===== src/rtl/wb_pkg.sv =====
// wb_pkg: shared widths, FIFO entry type and constants for the writeback arbiter.
package wb_pkg;

   localparam int DATA_W     = 32;
   localparam int ADDR_W     = 5;
   localparam int FIFO_DEPTH = 4;

   // Register r0 is hard-wired to zero; writes to it are dropped.
   localparam logic [ADDR_W-1:0] ZERO_REG = 5'd0;

   // One pending mul/div result. valid is cleared when a younger ALU write
   // to the same register makes this value stale.
   typedef struct packed {
      logic              valid;
      logic [ADDR_W-1:0] rd;
      logic [DATA_W-1:0] data;
   } wb_entry_t;

endpackage


===== src/rtl/wb_fifo.sv =====
// wb_fifo: pending mul/div results. Circular buffer with a per-entry squash
// by destination register and a youngest-valid-match search used for
// forwarding. Push and pop legality is the caller's responsibility.
module wb_fifo
   import wb_pkg::*;
#(
   parameter int DEPTH = FIFO_DEPTH
) (
   input  logic                       clk,
   input  logic                       rst,
   input  logic                       push_i,
   input  logic [ADDR_W-1:0]          push_reg_i,
   input  logic [DATA_W-1:0]          push_data_i,
   input  logic                       pop_i,
   input  logic                       squash_i,
   input  logic [ADDR_W-1:0]          squash_reg_i,
   input  logic [ADDR_W-1:0]          query_reg_i,
   output wb_entry_t                  head_o,
   output logic [$clog2(DEPTH):0]     count_o,
   output logic                       query_hit_o,
   output logic [DATA_W-1:0]          query_data_o
);

   localparam int PTR_W = $clog2(DEPTH);
   localparam int CNT_W = PTR_W + 1;

   wb_entry_t        mem_q [DEPTH];
   wb_entry_t        mem_d [DEPTH];
   logic [PTR_W-1:0] wr_ptr_q, wr_ptr_d;
   logic [PTR_W-1:0] rd_ptr_q, rd_ptr_d;
   logic [CNT_W-1:0] count_q, count_d;
   logic [PTR_W-1:0] idx_s;

   // Next state: squash matching entries, append the new entry, advance pointers.
   always_comb begin
      mem_d    = mem_q;
      wr_ptr_d = wr_ptr_q;
      rd_ptr_d = rd_ptr_q;
      count_d  = count_q;
      for (int i = 0; i < DEPTH; i++) begin
         if (squash_i && (mem_q[i].rd == squash_reg_i)) begin
            mem_d[i].valid = 1'b0;
         end else begin
            mem_d[i].valid = mem_q[i].valid;
         end
      end
      // A same-cycle push to the squashed register is already stale.
      if (push_i) begin
         mem_d[wr_ptr_q].valid = !(squash_i && (push_reg_i == squash_reg_i));
         mem_d[wr_ptr_q].rd    = push_reg_i;
         mem_d[wr_ptr_q].data  = push_data_i;
         wr_ptr_d              = wr_ptr_q + PTR_W'(1);
      end else begin
         wr_ptr_d = wr_ptr_q;
      end
      if (pop_i) begin
         rd_ptr_d = rd_ptr_q + PTR_W'(1);
      end else begin
         rd_ptr_d = rd_ptr_q;
      end
      case ({push_i, pop_i})
         2'b10:   count_d = count_q + CNT_W'(1);
         2'b01:   count_d = count_q - CNT_W'(1);
         default: count_d = count_q;
      endcase
   end

   // Storage and pointer registers; reset discards every queued entry.
   always_ff @(posedge clk) begin
      if (rst) begin
         for (int i = 0; i < DEPTH; i++) begin
            mem_q[i] <= '0;
         end
         wr_ptr_q <= '0;
         rd_ptr_q <= '0;
         count_q  <= '0;
      end else begin
         mem_q    <= mem_d;
         wr_ptr_q <= wr_ptr_d;
         rd_ptr_q <= rd_ptr_d;
         count_q  <= count_d;
      end
   end

   // Youngest-match search: scan oldest to youngest so the last hit wins.
   always_comb begin
      query_hit_o  = 1'b0;
      query_data_o = '0;
      idx_s        = rd_ptr_q;
      for (int i = 0; i < DEPTH; i++) begin
         idx_s = rd_ptr_q + PTR_W'(i);
         if ((CNT_W'(i) < count_q) && mem_q[idx_s].valid &&
             (mem_q[idx_s].rd == query_reg_i) && (query_reg_i != ZERO_REG)) begin
            query_hit_o  = 1'b1;
            query_data_o = mem_q[idx_s].data;
         end else begin
            query_hit_o  = query_hit_o;
            query_data_o = query_data_o;
         end
      end
   end

   assign head_o  = mem_q[rd_ptr_q];
   assign count_o = count_q;

endmodule


===== src/rtl/wb_arbiter.sv =====
// wb_arbiter: single register-file write port shared by the in-order ALU/load
// writeback (priority, never stalls) and the mul/div unit (queued in wb_fifo).
// The winning write is registered onto oRegWrite/oWriteReg/oWriteData.
// Build option: define WB_FORWARD_EN to build the forwarding query over
// pending writes; otherwise oQueryHit/oQueryData are tied to zero.
module wb_arbiter
   import wb_pkg::*;
#(
   parameter int FIFO_DEPTH = wb_pkg::FIFO_DEPTH
) (
   input  logic                          iCLK,
   input  logic                          iRST,
   input  logic                          iAluValid,
   input  logic [ADDR_W-1:0]             iAluReg,
   input  logic [DATA_W-1:0]             iAluData,
   input  logic                          iMdValid,
   input  logic [ADDR_W-1:0]             iMdReg,
   input  logic [DATA_W-1:0]             iMdData,
   output logic                          oMdReady,
   output logic                          oRegWrite,
   output logic [ADDR_W-1:0]             oWriteReg,
   output logic [DATA_W-1:0]             oWriteData,
   input  logic [ADDR_W-1:0]             iQueryReg,
   output logic                          oQueryHit,
   output logic [DATA_W-1:0]             oQueryData,
   output logic [$clog2(FIFO_DEPTH):0]   oPending
);

   localparam int CNT_W = $clog2(FIFO_DEPTH) + 1;

   logic              alu_win_s;
   logic              md_ready_s;
   logic              push_s;
   logic              pop_s;
   wb_entry_t         head_s;
   logic [CNT_W-1:0]  count_s;
   logic              fifo_hit_s;
   logic [DATA_W-1:0] fifo_data_s;

   logic              reg_write_q, reg_write_d;
   logic [ADDR_W-1:0] write_reg_q, write_reg_d;
   logic [DATA_W-1:0] write_data_q, write_data_d;

   // ALU writes to r0 are idle cycles; they neither win nor squash.
   assign alu_win_s  = iAluValid && (iAluReg != ZERO_REG);
   // Readiness looks only at the registered count, never at a same-cycle pop.
   assign md_ready_s = !iRST && (count_s < CNT_W'(FIFO_DEPTH));
   // A handshake to r0 completes but stores nothing.
   assign push_s     = iMdValid && md_ready_s && (iMdReg != ZERO_REG);
   assign pop_s      = !alu_win_s && (count_s != '0);

   wb_fifo #(
      .DEPTH (FIFO_DEPTH)
   ) u_fifo (
      .clk          (iCLK),
      .rst          (iRST),
      .push_i       (push_s),
      .push_reg_i   (iMdReg),
      .push_data_i  (iMdData),
      .pop_i        (pop_s),
      .squash_i     (alu_win_s),
      .squash_reg_i (iAluReg),
      .query_reg_i  (iQueryReg),
      .head_o       (head_s),
      .count_o      (count_s),
      .query_hit_o  (fifo_hit_s),
      .query_data_o (fifo_data_s)
   );

   // Write-port select: ALU first, then FIFO head, else hold index/data.
   always_comb begin
      reg_write_d  = 1'b0;
      write_reg_d  = write_reg_q;
      write_data_d = write_data_q;
      if (alu_win_s) begin
         reg_write_d  = 1'b1;
         write_reg_d  = iAluReg;
         write_data_d = iAluData;
      end else if (pop_s) begin
         // A squashed head still drains, but without a write strobe.
         reg_write_d  = head_s.valid;
         write_reg_d  = head_s.rd;
         write_data_d = head_s.data;
      end else begin
         reg_write_d  = 1'b0;
      end
   end

   // Output write-port registers sampled by the register file on negedge.
   always_ff @(posedge iCLK) begin
      if (iRST) begin
         reg_write_q  <= 1'b0;
         write_reg_q  <= '0;
         write_data_q <= '0;
      end else begin
         reg_write_q  <= reg_write_d;
         write_reg_q  <= write_reg_d;
         write_data_q <= write_data_d;
      end
   end

   assign oMdReady   = md_ready_s;
   assign oRegWrite  = reg_write_q;
   assign oWriteReg  = write_reg_q;
   assign oWriteData = write_data_q;
   assign oPending   = count_s;

`ifdef WB_FORWARD_EN
   // Forwarding: youngest queued value first, then the in-flight output write.
   always_comb begin
      oQueryHit  = 1'b0;
      oQueryData = '0;
      if (iRST || (iQueryReg == ZERO_REG)) begin
         oQueryHit  = 1'b0;
         oQueryData = '0;
      end else if (fifo_hit_s) begin
         oQueryHit  = 1'b1;
         oQueryData = fifo_data_s;
      end else if (reg_write_q && (write_reg_q == iQueryReg)) begin
         oQueryHit  = 1'b1;
         oQueryData = write_data_q;
      end else begin
         oQueryHit  = 1'b0;
         oQueryData = '0;
      end
   end
`else
   logic unused_fwd_s;
   assign unused_fwd_s = ^{fifo_hit_s, fifo_data_s, iQueryReg};
   assign oQueryHit    = 1'b0;
   assign oQueryData   = '0;
`endif

endmodule


===== config.mk =====
export PLATFORM = sky130hd
export DESIGN_NAME = wb_arbiter
export DESIGN_NICKNAME = d
export VERILOG_FILES = /design/src/rtl/wb_pkg.sv /design/src/rtl/wb_fifo.sv /design/src/rtl/wb_arbiter.sv
export SDC_FILE = /design/constraint.sdc
export NUM_CORES = 1
export LEC_CHECK = 0
export CAP_MARGIN = 0
export CORE_MARGIN = 4
export CORE_UTILIZATION = 50
export CTS_CLUSTER_SIZE = 14
export DETAILED_ROUTE_END_ITERATION = 16
export PLACE_DENSITY_LB_ADDON = 0.15
export SLEW_MARGIN = 30
export SYNTH_ARGS = -nofsm -noshare
export SYNTH_HDL_FRONTEND = slang
export SYNTH_HIERARCHICAL = 1
export SYNTH_SLANG_ARGS = --single-unit

===== constraint.sdc =====
create_clock -name iCLK -period 3.9 [get_ports iCLK]
set_input_delay 0.78 -clock iCLK [delete_from_list [all_inputs] [get_ports iCLK]]
set_output_delay 0.78 -clock iCLK [all_outputs]
set_load 0.05 [all_outputs]

==> impl_metrics.ini <==
[clock_network]
cts_tree = done
clockRootBuffer = clkbuf_16
cts_buffers = 17
cts_num_sinks = 197
htreeDepth = 4
clk_pin_slew_ps = 70
cts_resized = 0
post_cts_buffers = 0
clockBufferDepth = 2
ctsHoldBuffers = 0
clk_latency_ps = 440

[critical_path]
regToRegSetupSlack_ps = 1770
required_ps = 3120
cp_slowest_cell = clkdlybuf4s50_1
crit_chain = buf_6 -> nor2_1 -> clkdlybuf4s50_1
max_stage_delay_ps = 830
crit_type = in -> out
rr_endpoint = oWriteReg[0]
cp_max_fo = 49
critPathLaunchType = input pin
cp.arrival_ps = 1980
rr_startpoint = u_fifo/rd_ptr_q[0]
r2r_cells = 4
cp-end-kind = primary output

[yosys]
synth_cells = 1020
avgSynthCellArea_um2 = 8.87
syn_area_um2 = 9050
yosys_warnings = 6

[timing]
fin_crit_ps = 2760
finalSetupViolations = 0
finalCritPeriodShare_pct = 70.7
drv_slew = 0
setup_tns_ps = 0
fin_ws_ps = 1140
hold_viol_final = 0
rsz0062_at_grt = false
max_slew_margin_pct = 48.5
clock_skew_ps = 8.17
tightest_slew_ps = 773
max_freq_mhz = 363

[hold_path]
min_path_type = reg -> reg
hold_depth = 2

[finish]
fin_nets = 1172
n_antenna_cell = 0
synthToLayoutAreaGrowth_pct = 18.6
layout-drive-gt1-share_pct = 11.5

[floorplan]
die-area_um2 = 20300
initial_core_util_pct = 51.6
die_x_um = 143
core_area_um2 = 17500
die_h_um = 143
pin_count = 158
fp-row-count = 48

[global_routing]
gr-total-overflow = 0
grt_pass1_vias = 7049
antenna_found_initial = 0
grt_max_degree = 97
grt_pass1_wl_mm = 37.1
grt_usage_pct = 23.0

[pwr]
p_int_w = 0.00376
max-vdd-ir-drop_v = 0.000489
leakage_nw = 3.80
pwr-share-clk_pct = 31.3
power_density_nw_per_um2 = 523
seq_power_share_pct = 40.9
comb_power_share_pct = 27.8
switching_share_pct = 33.0
p_switching_w = 0.00185

[routing]
first_iter_violations = 471
drc = 0
viasPerCell = 5.45
ant_nets = 0
dr_total_vias = 7197
routedWlPerCell_um = 17.6
drt_wl_total_mm = 23.2
first_pass_iters = 7

[outcome]
status = finished, final reports clean

[place]
dp_slack_ps = 742
dp_hpwl_mm = 14.3
gp_congestion = 0.822
port_buffers = 119

[job]
drv_cap = 0
[worst max-delay path by stage]
stage | start | end | slack, ps
2_1_floorplan | iRST | flop | 720
3_3_place_gp | iAluReg[0] | u_fifo/count_o[2] | 770
3_5_place_dp | iAluReg[0] | u_fifo/count_o[2] | 740
4_1_cts | iRST | oMdReady | 1130
5_1_grt | iAluReg[0] | u_fifo/count_o[2] | 1060
6_report | iRST | oMdReady | 1140
[cells in the final DEF (no fill, tap or decap), types with 2 or more instances in the layout]
master             n
a211oi_1          18
a21oi_1          155
a221oi_1           8
a221oi_2          20
and2_2             4
buf_12             4
buf_4             14
buf_6              2
bufinv_16          2
clkbuf_16         17
clkdlybuf4s50_1  118
clkinv_2           3
clkinv_4           3
clkinvlp_4         3
conb_1            33
dfxtp_1          195
ha_1               7
inv_1              5
inv_2              3
inv_6              3
mux2i_1           39
mux4_2            38
nand2_1          305
nand2_2            3
nand3_1            9
nor2_1            37
nor3_1             2
nor4_1             5
xnor2_1            7
xor2_1            23
[layout make-up]
type	instances	area (um2)
fill	1522	6800
tap	225	282
multi-input combinational	720	4500
timing repair buffer	138	1390
clock inverter	14	150
inverter	8	30.0
clock buffer	18	439
sequential	197	3950
[power groups by stage]
| stage | logic, W | clock network, W | registers, W |
|---|---|---|---|
| CTS | 0.00157 | 0.00179 | 0.00230 |
| finish | 0.00156 | 0.00176 | 0.00229 |
| detailed placement | 0.00157 | 0 | 0.00234 |
| global route | 0.00166 | 0.00187 | 0.00232 |
| floorplan | 0.00112 | 0 | 0.00244 |
| global placement | 0.00156 | 0 | 0.00234 |
[metal layers]
| layer | global-route usage, % | up-vias | routed length, um |
|---|---|---|---|
| met3 | 4.81 | 25 | 1750 |
| met5 | 0 | - | 0 |
| met2 | 39.0 | 252 | 11400 |
| met4 | 6.80 | 0 | 275 |
| met1 | 29.8 | 3394 | 9820 |
| li1 | - | 3526 | - |
[worst max-delay path, delay by kind of cell]
kind | cells | cell delay (ps)
buf+inv | 2 | 1030
simple gates | 1 | 160
[per-stage QoR]
stage                     std cells  hold WS (ps)  total power [W]  util (%)  area, um2
after detailed placement       1288           443          0.00391      57.8      10100
after global routing           1320           469          0.00585      61.2      10700
after floorplan                1052           433          0.00356         -       9170
after global placement         1288           439          0.00390      57.8      10100
final                          1320           451          0.00561      61.2      10700
after CTS                      1320           452          0.00566      61.2      10700
Power figures use the tool's default switching activity.
